===== src/rtl/fixed_power_pkg.sv =====
// fixed_power_pkg: shared types and constants for the Q10.10 power unit.
// Also used by the nth-root datapath and its bench, so keep it free of
// anything specific to the power sequencer.
package fixed_power_pkg;

  localparam int W_DEF     = 20;
  localparam int FRAC_DEF  = 10;
  localparam int EXP_W_DEF = 3;

  // 1.0 and the saturated maximum (1023.999) for the default Q10.10 format
  localparam logic [W_DEF-1:0] Q_ONE = 20'h00400;
  localparam logic [W_DEF-1:0] Q_SAT = 20'hFFFFF;

  typedef enum logic {
    IDLE = 1'b0,
    CALC = 1'b1
  } state_e;

endpackage


===== src/rtl/fixed_power_if.sv =====
// fixed_power_if: request/response bundle of the power unit.
//   in_valid / in_ready      : request handshake (accepted when both high)
//   in_data_1                : base, unsigned Q10.10
//   in_data_2                : exponent 0..2**EXP_W-1
//   out_valid                : one-cycle result pulse
//   out_data / out_sat       : result and saturation flag, zero unless out_valid
// slave  = the power unit, master = whoever issues requests.
interface fixed_power_if #(
  parameter int W     = 20,
  parameter int EXP_W = 3
);
  logic             in_valid;
  logic             in_ready;
  logic [W-1:0]     in_data_1;
  logic [EXP_W-1:0] in_data_2;
  logic             out_valid;
  logic [W-1:0]     out_data;
  logic             out_sat;

  modport slave (
    input  in_valid, in_data_1, in_data_2,
    output in_ready, out_valid, out_data, out_sat
  );

  modport master (
    output in_valid, in_data_1, in_data_2,
    input  in_ready, out_valid, out_data, out_sat
  );
endinterface


===== src/rtl/fixed_power_q10_mul.sv =====
// q10_mul: combinational unsigned fixed-point multiply.
//   a_i, b_i : W-bit unsigned operands with FRAC fractional bits
//   p_o      : product truncated toward zero back into the same format
//   ovf_o    : product's integer part does not fit in W-FRAC bits
module q10_mul #(
  parameter int W    = 20,
  parameter int FRAC = 10
) (
  input  logic [W-1:0] a_i,
  input  logic [W-1:0] b_i,
  output logic [W-1:0] p_o,
  output logic         ovf_o
);

  logic [2*W-1:0] prod;
  logic           unused_frac;

  assign prod  = a_i * b_i;
  // Drop the low FRAC bits (truncation, no rounding)
  assign p_o   = prod[W+FRAC-1:FRAC];
  // Anything above the integer field of the result is overflow
  assign ovf_o = |prod[2*W-1:W+FRAC];

  assign unused_frac = ^prod[FRAC-1:0];

endmodule


===== src/rtl/fixed_power.sv =====
// fixed_power: iterative Q10.10 exponentiation, out = base ** n.
//   clk  : clock, rising edge
//   rst  : synchronous active-high reset
//   bus  : fixed_power_if slave (request in, one-cycle result pulse out)
// One multiply per CALC cycle; the accumulator starts at base (or 1.0 for
// n=0) so n-1 multiplies are needed and latency is max(n,1). An overflowing
// multiply saturates and jumps straight to the result cycle.
module fixed_power
  import fixed_power_pkg::*;
#(
  parameter int W     = W_DEF,
  parameter int FRAC  = FRAC_DEF,
  parameter int EXP_W = EXP_W_DEF
) (
  input  logic        clk,
  input  logic        rst,
  fixed_power_if.slave bus
);

  localparam logic [W-1:0] ONE = W'(1) << FRAC;
  localparam logic [W-1:0] SAT = '1;

  state_e           state_q;
  logic [W-1:0]     base_q;
  logic [EXP_W-1:0] exp_q;
  logic [W-1:0]     acc_q;
  logic [EXP_W-1:0] cnt_q;
  logic             sat_q;
  logic             out_valid_q;
  logic [W-1:0]     out_data_q;
  logic             out_sat_q;

  logic [W-1:0]     mul_p;
  logic             mul_ovf;

  q10_mul #(.W(W), .FRAC(FRAC)) u_mul (
    .a_i   (acc_q),
    .b_i   (base_q),
    .p_o   (mul_p),
    .ovf_o (mul_ovf)
  );

  always_ff @(posedge clk) begin
    if (rst) begin
      state_q     <= IDLE;
      base_q      <= '0;
      exp_q       <= '0;
      acc_q       <= '0;
      cnt_q       <= '0;
      sat_q       <= 1'b0;
      out_valid_q <= 1'b0;
      out_data_q  <= '0;
      out_sat_q   <= 1'b0;
    end else begin
      // Result outputs are a pulse and read as zero outside it
      out_valid_q <= 1'b0;
      out_data_q  <= '0;
      out_sat_q   <= 1'b0;
      case (state_q)
        IDLE: begin
          if (bus.in_valid) begin
            base_q  <= bus.in_data_1;
            exp_q   <= bus.in_data_2;
            acc_q   <= (bus.in_data_2 == '0) ? ONE : bus.in_data_1;
            cnt_q   <= EXP_W'(1);
            sat_q   <= 1'b0;
            state_q <= CALC;
          end
        end
        CALC: begin
          if (cnt_q >= exp_q) begin
            out_valid_q <= 1'b1;
            out_data_q  <= acc_q;
            out_sat_q   <= sat_q;
            state_q     <= IDLE;
          end else if (mul_ovf) begin
            // Further multiplies can only grow (base >= 1 here), so stop now
            acc_q <= SAT;
            sat_q <= 1'b1;
            cnt_q <= exp_q;
          end else begin
            acc_q <= mul_p;
            cnt_q <= cnt_q + EXP_W'(1);
          end
        end
        default: state_q <= IDLE;
      endcase
    end
  end

  assign bus.in_ready  = (state_q == IDLE);
  assign bus.out_valid = out_valid_q;
  assign bus.out_data  = out_data_q;
  assign bus.out_sat   = out_sat_q;

endmodule


===== src/flat_wrapper.sv =====
// flat-port wrapper written by rule: the top's interface ports become plain ports
module fixed_power_flat import fixed_power_pkg::*;
#(
  parameter int W     = W_DEF,
  parameter int FRAC  = FRAC_DEF,
  parameter int EXP_W = EXP_W_DEF
)
  (clk, rst, bus_in_valid, bus_in_data_1, bus_in_data_2, bus_in_ready, bus_out_valid, bus_out_data, bus_out_sat);
  fixed_power_if #(.W(W), .EXP_W(EXP_W)) bus_i ();
  input  logic clk;
  input  logic rst;
  input wire logic [$bits(bus_i.in_valid)-1:0] bus_in_valid;
  input wire logic [$bits(bus_i.in_data_1)-1:0] bus_in_data_1;
  input wire logic [$bits(bus_i.in_data_2)-1:0] bus_in_data_2;
  output wire logic [$bits(bus_i.in_ready)-1:0] bus_in_ready;
  output wire logic [$bits(bus_i.out_valid)-1:0] bus_out_valid;
  output wire logic [$bits(bus_i.out_data)-1:0] bus_out_data;
  output wire logic [$bits(bus_i.out_sat)-1:0] bus_out_sat;
  assign bus_i.in_valid = bus_in_valid;
  assign bus_i.in_data_1 = bus_in_data_1;
  assign bus_i.in_data_2 = bus_in_data_2;
  assign bus_in_ready = bus_i.in_ready;
  assign bus_out_valid = bus_i.out_valid;
  assign bus_out_data = bus_i.out_data;
  assign bus_out_sat = bus_i.out_sat;
  fixed_power #(.W(W), .FRAC(FRAC), .EXP_W(EXP_W)) u_core (.clk(clk), .rst(rst), .bus(bus_i));
endmodule

===== config.mk =====
export PLATFORM = sky130hd
export DESIGN_NAME = fixed_power_flat
export DESIGN_NICKNAME = d
export VERILOG_FILES = /design/src/rtl/fixed_power_pkg.sv /design/src/rtl/fixed_power_if.sv /design/src/rtl/fixed_power_q10_mul.sv /design/src/rtl/fixed_power.sv /design/src/flat_wrapper.sv
export SDC_FILE = /design/constraint.sdc
export NUM_CORES = 1
export LEC_CHECK = 0
export BUFFER_PORTS_ARGS = -buffer_cell sky130_fd_sc_hd__buf_2
export CORE_MARGIN = 1
export CORE_UTILIZATION = 42
export DETAILED_ROUTE_END_ITERATION = 7
export PLACE_DENSITY = 0.63
export SLEW_MARGIN = 20
export SYNTH_ARGS = -nofsm -noshare
export SYNTH_HDL_FRONTEND = slang
export SYNTH_HIERARCHICAL = 1
export SYNTH_SLANG_ARGS = --single-unit

===== constraint.sdc =====
create_clock -name clk -period 8.61 [get_ports clk]
set_input_delay 0 -clock clk [delete_from_list [all_inputs] [get_ports clk]]
set_output_delay 0 -clock clk [all_outputs]
set_load 0.02 [all_outputs]

; Yosys cells after proc, flatten, opt, wreduce, memory -nomap -nowiden
; Cells that the tools add are included.
[word_totals]
reg_bits = 70
inputBits = 26
out_inout_bits = 23
wordCells = 41
[classes]
n_lt_le_gt_ge = 1
bitwise_logic = 2
n_mux = 17
multipliers = 1
reduce_logical = 7
eq_ne = 3
addsub = 1
[ops]
columns = operator, count
row1 = 20-bit two-way mux, 4
row2 = 20-bit by 20-bit multiplier with 40-bit output, 1
row3 = 20-bit one-hot mux with 2 select lines, 1
row4 = 10-bit OR reduction, 1
row5 = 3-bit two-way mux, 3
row6 = 1-bit two-way mux, 6
row7 = 2-bit inequality test (second input constant), 3
row8 = 3-bit one-hot mux with 2 select lines, 1
row9 = 1-bit one-hot mux with 2 select lines, 2
row10 = 2-bit AND reduction, 2
row11 = 3-bit by 1-bit adder with 3-bit output (second input constant), 1
row12 = 3-bit >= comparator, 1
row13 = 3-bit zero test, 1
row14 = 3-bit AND reduction, 1
row15 = 3-bit OR reduction, 1
row16 = 1-bit NOT, 2
row17 = 2-bit OR reduction, 1

; Depth between registers and ports, before layout
; Gate-level depths: netlist of the first run.
[logic_depth]
word_depth = 5
ltp_mapped = 30
ltp_nobuf = 28

; By module
; The synthesis of the first run kept the hierarchy.
[by_module_without_submodules]
columns = mod, cells_each, seq_area_each_um2, instances, area_per_inst_um2
row1 = q10_mul, 1519, 0.0, 1, 13376.6
row2 = fixed_power, 302, 1401.3, 1, 2851.5

; Least setup slack after synthesis of the first run
; Ideal clock, no wire load.
[synth_path]
kind = flip-flop to flip-flop
from = register u_core.acc_q[10]
to = register u_core.acc_q[11]
setup_ns = 0.152
path_stages_with_launch = 29
arrival_time_ns = 6.769
path_buffers = 3
period_less_slack_ns = 6.921
setup_slack_ns = 1.689
path_cell_list = dfxtp_1 -> clkbuf_1 -> nand2_1 -> fa_1 -> inv_1 -> fa_1 -> inv_1 -> fa_1 -> fa_1 -> fa_1 -> inv_1 -> fa_1 -> inv_1 -> fa_1 -> inv_1 -> ha_1 -> a21oi_1 -> o21ai_0 -> a21oi_1 -> o31ai_1 -> a21oi_1 -> o21ai_1 -> a31o_1 -> a221oi_1 -> nand2_1 -> buf_2 -> clkbuf_1 -> o21ai_0 -> a221oi_2
[synth_via]
elab_chain_len = 5
[synth_lines]
columns = element, line_no
row1 = from (decl), fixed_power.sv:26  ; logic [W-1:0] acc_q;
row2 = from (signal assigned), fixed_power.sv:64  ; acc_q <= (bus.in_data_2 == '0) ? ONE : bus.in_data_1;
row3 = from (signal assigned), fixed_power.sv:82  ; acc_q <= mul_p;
row4 = 20-bit by 20-bit multiplier with 40-bit output, fixed_power_q10_mul.sv:18  ; assign prod = a_i * b_i;
row5 = 10-bit OR reduction, fixed_power_q10_mul.sv:22  ; assign ovf_o = |prod[2*W-1:W+FRAC];
row6 = net u_core.mul_ovf, fixed_power.sv:34  ; logic mul_ovf;
row7 = 20-bit two-way mux, fixed_power.sv:76  ; end else if (mul_ovf) begin
row8 = 20-bit two-way mux, fixed_power.sv:71  ; if (cnt_q >= exp_q) begin
row9 = 20-bit one-hot mux with 2 select lines, fixed_power.sv:59  ; case (state_q)
; The timed path passes the listed nets, and every way through them passes these cells. The select of a mux whose other input is x is not followed.
; A chain may end at the register's enable or synchronous reset.

; Worst setup path after layout of the first run
[layout_path]
from = register u_core.acc_q[13]
to = register u_core.acc_q[1]
; The elaborated chain is that of the path after synthesis.

==> results.sh, run 1 <==
export IMPL_p_total_w=0.00203
export IMPL_clockRootBuffer="clkbuf_16"
export IMPL_start_kind="flop"
export IMPL_layout_drive_gt1_share_pct=7.55
export IMPL_antenna_found_initial=1
export IMPL_io_pins=49
export IMPL_cts_buffers=9
export IMPL_clk_pin_slew_ns=0.06
export IMPL_crit_family="adder cells"
export IMPL_post_route_min_period_ns=8.00
export IMPL_hpwl_um=33800
export IMPL_synth_distinct_cells=71
export IMPL_hp_class="in2reg"
export IMPL_start_util_pct=42.9
export IMPL_cts_resized=0
export IMPL_fin_worst_skew_ns=0.0119
export IMPL_worst_pin_slew_ns=1.14
export IMPL_fin_crit_sh_pct=92.9
export IMPL_syn_nets=2318
export IMPL_critPathBufInv=4
export IMPL_hold_viol_final=0
export IMPL_synth_edf_count=0
export IMPL_final_common_cell="inv_1"
export IMPL_routed_via_density=5.13
export IMPL_rrSetupSlack_ns=0.61
export IMPL_critPathKind="reg2reg"
export IMPL_dr_pass1_iters=5
export IMPL_peakVddDrop_mv=0.125
export IMPL_cts_sinks=70
export IMPL_gp_congestion=0.904
export IMPL_max_freq_mhz=125
export IMPL_dp_slack_ns=0.744
export IMPL_cp_end_kind="flop"
export IMPL_postSynthAreaPerCell_um2=8.91
export IMPL_ys_async_sr_fraction_pct=0
export IMPL_status="complete, no violations"
export IMPL_synth_largest_area_cell="fa_1"
export IMPL_synth_top_area_share_pct=39.4
export IMPL_grt_pass1_wl_um=70600
export IMPL_setup_violations=0
export IMPL_ant_nets=0
export IMPL_slowest_delay_ns=1.07
export IMPL_die_h_um=199
export IMPL_relSlewSlack_pct=24.0
export IMPL_crit_path_max_fanout=27
export IMPL_die_area_um2=39400
export IMPL_cpMostUsedCell="fa_1"
export IMPL_grtUsageTotal_pct=23.0
export IMPL_drcViolationCount=0
export IMPL_fillCellCount=3717
export IMPL_num_rows=71
export IMPL_regArea_um2=1400
export IMPL_ys_ff_latch=70
export IMPL_finalWorstSetupSlack_ns=0.613
export IMPL_drv_slew=0
export IMPL_cp_required_ns=8.81
export IMPL_nNetsFinal=2334
export IMPL_grt_overflow_total=0
export IMPL_p_per_area_nw_per_um2=116
export IMPL_area_growth_pct=7.88
export IMPL_synth_area_leaders="fa_1 39%, ha_1 12%, and2_1 10%, inv_1 8.9%, dfxtp_1 8.6%"
export IMPL_crit_chain="nand2_1, fa_1, fa_1, fa_1, inv_1, fa_1, fa_1, fa_1, inv_1, fa_1, inv_1, ha_1, a21oi_1, o21ai_0, and2_1, a31oi_1, o311ai_0, a32oi_1, nor4b_2, nand2_1, buf_4, o21ai_0, a221oi_1"
export IMPL_cts_setup_buffers=0
export IMPL_cts_buffer_depth=2
export IMPL_wl_per_cell_um=18.1
export IMPL_vias=12100
export IMPL_io_buffers=48
export IMPL_arrival_ns=8.20
export IMPL_die_w_um=199
export IMPL_cp_slowest_cell="dfxtp_1"
export IMPL_ys_warn_count=6
export IMPL_grt_pass1_vias=13300
export IMPL_grt_max_degree=49
export IMPL_ctsHtreeMaxLevel=3
export IMPL_clk_latency_ns=0.33
export IMPL_synth_main_ff_cell="dfxtp_1"
export IMPL_ys_seq_area_share_pct=8.64
export IMPL_multiInputGateArea_um2=12900
export IMPL_p_leak_nw=8.69
export IMPL_antenna_cells=0
export IMPL_wl_um=42700
export IMPL_final_cell_mix="386 x inv_1, 319 x fa_1, 271 x and2_1"
export IMPL_cts_tree="yes"
export IMPL_ctsHoldBuffers=23
export IMPL_fin_tns_setup_ns=0
export IMPL_coreArea_um2=37800
export IMPL_syn_area_um2=16200
export IMPL_postSynthCellCount=1821
export IMPL_drt_iter0_drc=712
export IMPL_drv_cap=0
export IMPL_rsz0062_at_grt="no"
per-layer routing:
layer	global-route usage (%)	wire length [µm]
met5	0	0
met4	6.67	1120
met3	1.83	1630
met2	41.0	21400
met1	29.7	18500
where the power goes:
part	switching (W)	leakage [nW]	internal [W]
sequential	0.000117	0.574	0.000351
clock	0.000135	0.140	0.000237
combinational	0.000709	7.97	0.000482
registers in the layout, indices dropped and copies added, names as in the netlist:
signal,cells
u_core/acc_q,20
u_core/bus.out_valid,1
u_core/bus.out_data,20
u_core/base_q,20
u_core/bus.out_sat,1
u_core/sat_q,1
u_core/cnt_q,3
u_core/exp_q,3
u_core/state_q,1
cells by family (layout without fill, tap and decap cells):
kind of cell / count (synthesis) / after routing / share of synthesized area (%)
AND/OR/NAND/NOR: 561 / 561 / 18.0
adder cells (fa/ha/maj): 471 / 471 / 51.1
buffers and inverters: 497 / 516 / 11.8
multiplexers: 4 / 4 / 0.247
flip-flops: 70 / 70 / 8.64
XOR/XNOR: 25 / 25 / 1.35
AO/OA/AOI/OAI: 193 / 193 / 8.87
metrics by stage:
step | util, % | instances | area [µm²] | hold slack (ns)
finish | 46.3 | 2351 | 17500 | 0.283
global route | 46.3 | 2351 | 17500 | 0.304
CTS | 46.3 | 2351 | 17500 | 0.269
detailed placement | 44.9 | 2314 | 17000 | 0.263
global placement | 44.9 | 2314 | 17000 | 0.258
floorplan | - | 1821 | 16200 | 0.136
final timing paths:
kind               startpoint            endpoint  cells past startpoint
max          u_core/acc_q[13]     u_core/acc_q[1]                     23
min              bus_in_valid     u_core/exp_q[2]                      4
max reg2reg  u_core/acc_q[13]     u_core/acc_q[1]                     23
min reg2reg      u_core/sat_q  u_core/bus.out_sat                      1
worst register-to-register path: stages, from the launching register on:
cell      delay (ns)
dfxtp_1         1.07
nand2_1         0.22
fa_1            0.55
fa_1            0.51
fa_1            0.51
inv_1           0.05
fa_1            0.58
fa_1            0.44
fa_1            0.53
inv_1           0.07
fa_1            0.47
inv_1           0.06
ha_1            0.32
a21oi_1         0.17
o21ai_0         0.16
and2_1          0.19
a31oi_1         0.43
o311ai_0        0.23
a32oi_1         0.27
nor4b_2         0.08
nand2_1         0.09
buf_4           0.28
o21ai_0         0.17
a221oi_1        0.40
cell usage after synthesis, types with 2 or more instances:
library cell,n
a211oi_2,2
nor2b_1,5
inv_1,386
xnor2_1,18
a22oi_1,19
a221oi_1,5
o21a_1,4
mux2i_1,4
nand3_1,9
fa_1,319
xor2_1,7
a31oi_1,5
nand2_1,214
o221ai_1,2
buf_2,10
nand4_1,7
nor3_1,5
a21o_1,12
and4_1,4
or3_1,3
a21oi_1,61
a211o_1,2
buf_6,2
o21ai_1,4
buf_4,2
dfxtp_1,70
a211oi_1,2
and3_1,3
nand2b_1,7
and2_1,271
o21bai_1,3
clkbuf_1,95
o2111ai_1,2
o21ai_0,28
ha_1,152
a221oi_2,17
o22ai_1,2
nor2_1,25
area by class of cell:
class | count | share of cell area [%]
Inverter | 387 | 8.30
Clock buffer | 11 | 1.44
Timing Repair Buffer | 115 | 4.57
Clock inverter | 3 | 0.257
Sequential cell | 70 | 8.00
Tap cell | 511 | 3.65
Multi-Input combinational cell | 1254 | 73.8
Power figures use the tool's default switching activity.
==> run 2, diff against run 1 <==
CORE_UTILIZATION = 45   (was 42)
CTS_CLUSTER_DIAMETER = 150   (was not set)
PLACE_DENSITY = 0.66   (was 0.63)
==> run 2 against run 1 <==
  * Global-route usage grew 1.2 points
  * First-iteration DRC count shrank 4.1%
  * Via count increased by 1.1%
  * Sequential power about the same
  * Maximum frequency rose by 0.48%
  * Final cell count decreased by 2.0%
  * Sequential share of layout area hardly changed
  * Non-clock buffer count is 2 higher
  * Register-to-register slack better by 0.04 ns
  * Critical path type unchanged
  * Highest routed layer unchanged
==> results.sh, run 2 (synthesis results as in run 1) <==
export IMPL_ctsHtreeMaxLevel=3
export IMPL_cts_buffers=9
export IMPL_final_cell_mix="386 x inv_1, 319 x fa_1, 271 x and2_1"
export IMPL_reg2reg_from="u_core/acc_q[5]"
export IMPL_arrival_ns=8.17
export IMPL_finalInstanceArea_um2=17500
export IMPL_nNetsFinal=2336
export IMPL_crit_path_max_fanout=27
export IMPL_dp_slack_ns=0.676
export IMPL_start_kind="flop"
export IMPL_final_common_cell="inv_1"
export IMPL_coreArea_um2=35600
export IMPL_max_freq_mhz=126
export IMPL_antenna_found_initial=0
export IMPL_rr_worst_depth=25
export IMPL_cts_resized=0
export IMPL_power_frac_comb_pct=58.3
export IMPL_grt_overflow_total=0
export IMPL_ctsHoldBuffers=23
export IMPL_area_growth_pct=7.63
export IMPL_p_per_area_nw_per_um2=116
export IMPL_vias=12200
export IMPL_cts_setup_buffers=0
export IMPL_setup_violations=0
export IMPL_rrSetupSlack_ns=0.65
export IMPL_num_rows=69
export IMPL_grt_pass1_wl_um=69300
export IMPL_worst_pin_slew_ns=1.08
export IMPL_hpwl_um=33200
export IMPL_start_util_pct=45.6
export IMPL_io_pins=49
export IMPL_die_h_um=192
export IMPL_clockRootBuffer="clkbuf_16"
export IMPL_drt_iter0_drc=683
export IMPL_netSwitchingFraction_pct=47.8
export IMPL_crit_start="u_core/acc_q[5]"
export IMPL_gp_congestion=0.868
export IMPL_post_dp_cell_area_um2=16900
export IMPL_p_sw_w=0.000971
export IMPL_power_internal_w=0.00106
export IMPL_cts_buffer_depth=2
export IMPL_clk_pin_slew_ns=0.06
export IMPL_crit_path_end="u_core/acc_q[0]"
export IMPL_die_area_um2=36800
export IMPL_grt_max_degree=49
export IMPL_drcViolationCount=0
export IMPL_rsz0062_at_grt="no"
export IMPL_cts_tree="yes"
export IMPL_cp_required_ns=8.82
export IMPL_peakVddDrop_mv=0.158
export IMPL_cts_sinks=70
export IMPL_relSlewSlack_pct=27.8
export IMPL_fin_worst_skew_ns=0.0105
export IMPL_dr_pass1_iters=7
export IMPL_post_route_min_period_ns=7.96
export IMPL_status="complete, no violations"
export IMPL_power_frac_clock_pct=18.5
export IMPL_cp_end_kind="flop"
export IMPL_io_buffers=48
export IMPL_die_w_um=192
export IMPL_clk_latency_ns=0.33
export IMPL_critPathKind="reg2reg"
export IMPL_fin_tns_setup_ns=0
export IMPL_layout_drive_gt1_share_pct=7.81
export IMPL_wl_um=42300
export IMPL_grtUsageTotal_pct=24.3
export IMPL_fin_crit_sh_pct=92.4
export IMPL_hold_viol_final=0
export IMPL_r2r_end="u_core/acc_q[0]"
export IMPL_wl_per_cell_um=18.4
export IMPL_placedCellCount=2266
export IMPL_p_seq_share_pct=23.2
export IMPL_hold_slack_ns=0.287
export IMPL_grt_pass1_vias=13200
export IMPL_drv_cap=0
export IMPL_hp_class="in2reg"
export IMPL_antenna_cells=0
export IMPL_routed_via_density=5.29
export IMPL_finalWorstSetupSlack_ns=0.651
export IMPL_ant_nets=0
export IMPL_p_leak_nw=8.70
export IMPL_final_cell_count_no_fill=2305
export IMPL_drv_slew=0
-- run 2: changes by cell type in the layout (fill, tap and decap cells not counted) --
cell / before / now
inv_6: 0 / 3
clkinvlp_4: 2 / 3
dfxtp_2: 0 / 1
clkbuf_8: 2 / 0
buf_4: 44 / 46
dfxtp_1: 70 / 69
-- run 2: metrics by stage --
| step | power, W | util (%) |
|---|---|---|
| 6_report | 0.00203 | 49.1 |
| 3_3_place_gp | 0.00162 | 47.6 |
| 4_1_cts | 0.00203 | 49.1 |
| 2_1_floorplan | 0.00125 | - |
| 5_1_grt | 0.00219 | 49.1 |
| 3_5_place_dp | 0.00163 | 47.6 |
-- run 2: how the worst min path moves through the flow --
stage	endpoint	slack, ns	from	cells after the start
floorplan	u_core/base_q[0]	0.14	bus_in_data_1[0]	2
global placement	u_core/exp_q[2]	0.26	bus_in_data_2[2]	3
detailed placement	u_core/base_q[14]	0.26	bus_in_data_1[14]	3
CTS	u_core/state_q	0.26	rst	3
global route	u_core/base_q[17]	0.31	rst	3
finish	u_core/state_q	0.29	rst	3
-- run 2: layer usage --
metal	share of wire (%)	routed length [µm]	track usage, %
met5	0	0	0
met4	3.2	1370	7.69
met3	4.7	1980	2.61
met2	50	21300	42.9
met1	42	17700	30.9
-- run 2: layout make-up --
class | count | area, µm²
multi-input combinational | 1254 | 12900
clock inverter | 7 | 78.8
clock buffer | 9 | 225
tap | 461 | 577
fill | 3312 | 18100
sequential | 70 | 1400
inverter | 387 | 1450
timing repair buffer | 117 | 816
-- run 2: power by group through the flow --
stage	logic, W	clock network (W)	registers, W
final	0.00118	0.000376	0.000471
after CTS	0.00118	0.000379	0.000468
after global placement	0.00115	0	0.000473
after detailed placement	0.00115	0	0.000475
after floorplan	0.000877	0	0.000377
after global routing	0.00132	0.000394	0.000475
-- run 2: worst max-delay path, stage by stage (launching register included) --
cell,delay (ns)
dfxtp_1,0.97
nand2_1,0.17
fa_1,0.53
inv_1,0.06
fa_1,0.50
inv_1,0.06
fa_1,0.53
inv_1,0.06
fa_1,0.50
fa_1,0.44
fa_1,0.52
inv_1,0.06
fa_1,0.47
inv_1,0.04
ha_1,0.32
a21oi_1,0.20
o21ai_0,0.20
and2_1,0.21
a31oi_1,0.49
o311ai_0,0.25
a32oi_1,0.27
nor4b_2,0.08
nand2_1,0.08
buf_4,0.28
o21ai_0,0.16
a221oi_1,0.35
==> run 3, diff against run 2 <==
SYNTH_HIERARCHICAL = not set   (was 1)
clock period = 9.2 ns   (was 8.61 ns; I/O delays follow)
==> run 3 against run 2 <==
  * Clock power up 3%
  * Total power down 21%
  * Worst hold slack worse by 0.25 ns
  * First-iteration DRC count up 24%
  * Critical endpoint is now u_core.acc_q[15]
  * Largest cell class unchanged
  * Largest power group unchanged
==> results.sh, run 3 <==
export IMPL_ant_nets=0
export IMPL_num_rows=69
export IMPL_rsz0062_at_grt="no"
export IMPL_synth_xor_area_share_pct=1.67
export IMPL_postLayoutCoreUtil_pct=49.3
export IMPL_area_growth_pct=7.53
export IMPL_grt_pass1_wl_um=72600
export IMPL_fin_worst_skew_ns=0.0163
export IMPL_relSlewSlack_pct=26.9
export IMPL_cts_buffers=9
export IMPL_slowest_delay_ns=0.88
export IMPL_finalInstanceArea_um2=17500
export IMPL_synth_largest_area_cell="fa_1"
export IMPL_p_total_w=0.00161
export IMPL_cpMostUsedCell="fa_1"
export IMPL_synthMuxAreaShare_pct=0.123
export IMPL_routed_via_density=5.36
export IMPL_cp_end_kind="flop"
export IMPL_synth_distinct_cells=58
export IMPL_synth_simple_area_share_pct=19.3
export IMPL_post_route_min_period_ns=8.48
export IMPL_layout_drive_gt1_share_pct=6.74
export IMPL_clockRootBuffer="clkbuf_16"
export IMPL_synth_top_area_share_pct=39.2
export IMPL_yosys_cell_count_top_type="inv_1"
export IMPL_fin_crit_sh_pct=92.2
export IMPL_grt_overflow_total=0
export IMPL_arrival_ns=8.68
export IMPL_ys_warn_count=0
export IMPL_antenna_cells=0
export IMPL_peakVddDrop_mv=0.0911
export IMPL_syn_nets=2368
export IMPL_post_dp_cell_area_um2=17000
export IMPL_gp_congestion=0.966
export IMPL_synth_area_leaders="fa_1 39%, ha_1 12%, and2_1 10%, dfxtp_1 8.6%, inv_1 8.2%"
export IMPL_critPathBufInv=7
export IMPL_p_leak_nw=8.92
export IMPL_grtUsageTotal_pct=25.9
export IMPL_hold_viol_final=0
export IMPL_die_h_um=192
export IMPL_cts_tree="yes"
export IMPL_io_buffers=48
export IMPL_grt_max_degree=52
export IMPL_ys_top_cells_by_count="358 x inv_1, 319 x fa_1, 268 x and2_1"
export IMPL_cp_required_ns=9.40
export IMPL_worst_pin_slew_ns=1.10
export IMPL_grt_pass1_vias=13600
export IMPL_wl_per_cell_um=18.8
export IMPL_wl_um=44100
export IMPL_drt_iter0_drc=848
export IMPL_max_freq_mhz=118
export IMPL_final_cell_mix="358 x inv_1, 319 x fa_1, 268 x and2_1"
export IMPL_syn_area_um2=16300
export IMPL_cts_buffer_depth=2
export IMPL_nNetsFinal=2376
export IMPL_hpwl_um=34100
export IMPL_start_util_pct=45.8
export IMPL_start_kind="flop"
export IMPL_setup_violations=0
export IMPL_drv_cap=0
export IMPL_die_area_um2=37000
export IMPL_dr_pass1_iters=5
export IMPL_coreArea_um2=35600
export IMPL_io_pins=49
export IMPL_synth_compound_gate_area_share_pct=8.36
export IMPL_die_w_um=192
export IMPL_final_common_cell="inv_1"
export IMPL_synth_fa_ha_area_share_pct=50.9
export IMPL_postSynthCellCount=1871
export IMPL_antenna_found_initial=1
export IMPL_cts_resized=0
export IMPL_synth_main_ff_cell="dfxtp_1"
export IMPL_crit_path_max_fanout=21
export IMPL_critPathKind="reg2reg"
export IMPL_hp_class="in2reg"
export IMPL_ys_ff_latch=70
export IMPL_p_per_area_nw_per_um2=91.9
export IMPL_fin_tns_setup_ns=0
export IMPL_synth_edf_count=0
export IMPL_ctsHtreeMaxLevel=3
export IMPL_vias=12600
export IMPL_synth_top_family_by_area="adder cells"
export IMPL_status="complete, no violations"
export IMPL_clk_pin_slew_ns=0.07
export IMPL_ys_async_sr_fraction_pct=0
export IMPL_crit_family="adder cells"
export IMPL_ys_seq_area_share_pct=8.60
export IMPL_cp_slowest_cell="dfxtp_1"
export IMPL_drv_slew=0
export IMPL_drcViolationCount=0
export IMPL_cts_setup_buffers=0
export IMPL_postSynthAreaPerCell_um2=8.71
export IMPL_clk_latency_ns=0.38
export IMPL_cts_sinks=70
-- run 3: cell types whose count changed after synthesis, sizes merged, moves of 8 or more --
| cell | change |
|---|---|
| a21oi | +39 |
| a221oi | -8 |
| a22oi | -18 |
| and3 | +14 |
| buf | -8 |
| clkbuf | +15 |
| inv | -28 |
| nand2 | +29 |
-- run 3: final timing paths --
| path | from | end | slack, ns | cells past startpoint |
|---|---|---|---|---|
| worst min-delay path | bus_in_valid | u_core.state_q | 0.03 | 4 |
| worst min register to register | u_core.sat_q | u_core.sat_q | 0.47 | 1 |
| worst max-delay path | u_core.base_q[4] | u_core.acc_q[15] | 0.72 | 26 |
| worst max register to register | u_core.base_q[4] | u_core.acc_q[15] | 0.72 | 26 |
-- run 3: cell families after synthesis --
logic type / after synthesis
simple gates: 610
buf+inv: 476
compound gates: 211
xor+xnor: 31
mux: 2
flops: 70
fa+ha+maj: 471
-- run 3: worst reg2reg max path, stage by stage (launching register included) --
cell,delay [ns]
dfxtp_1,0.88
and2_1,0.26
fa_1,0.44
fa_1,0.51
inv_1,0.05
fa_1,0.48
inv_1,0.05
fa_1,0.50
inv_1,0.05
fa_1,0.52
inv_1,0.05
fa_1,0.48
inv_1,0.06
fa_1,0.48
inv_1,0.04
ha_1,0.38
nand4_1,0.16
or3_1,0.34
a2111o_1,0.42
a31oi_1,0.36
o211a_1,0.25
nor2_1,0.09
o311ai_2,0.30
or4b_4,0.54
nor3_4,0.16
buf_4,0.31
a221oi_1,0.13
-- run 3: metrics by stage --
stage	setup WS [ns]	hold WS (ns)	instances
floorplan	1.82	0.136	1871
global placement	0.977	0.252	2306
detailed placement	0.799	0.259	2306
CTS	0.759	0.0356	2345
global route	0.286	0.106	2345
finish	0.722	0.0336	2345
-- run 3: what timing repair did --
action,in CTS,in global routing
hold buffers,23,0
endpoints found under the hold margin,23,0
endpoints found under the setup margin,0,0
-- run 3: layer usage --
layer	up-vias	global-route usage, %	routed length (µm)
met4	0	12.8	2230
met2	354	44.6	21800
met1	6390	32.5	18100
met5	-	0	0
li1	5729	-	-
met3	89	2.33	1940
-- run 3: report_power, final --
group / switching, W / internal (W) / leakage, nW / total (W)
Clock: 0.000167 / 0.000219 / 0.149 / 0.000386
Sequential: 0.0000809 / 0.000322 / 0.573 / 0.000403
Combinational: 0.000504 / 0.000316 / 8.19 / 0.000820
-- run 3: layout make-up --
type                    count  area [µm²]
well taps                 461         577
clock buffers              10         239
flip-flops and latches     70        1400
repair buffers            114         793
clock inverters             6        68.8
inverters                 359        1350
fillers                  3388       18100
multi-input cells        1325       13100
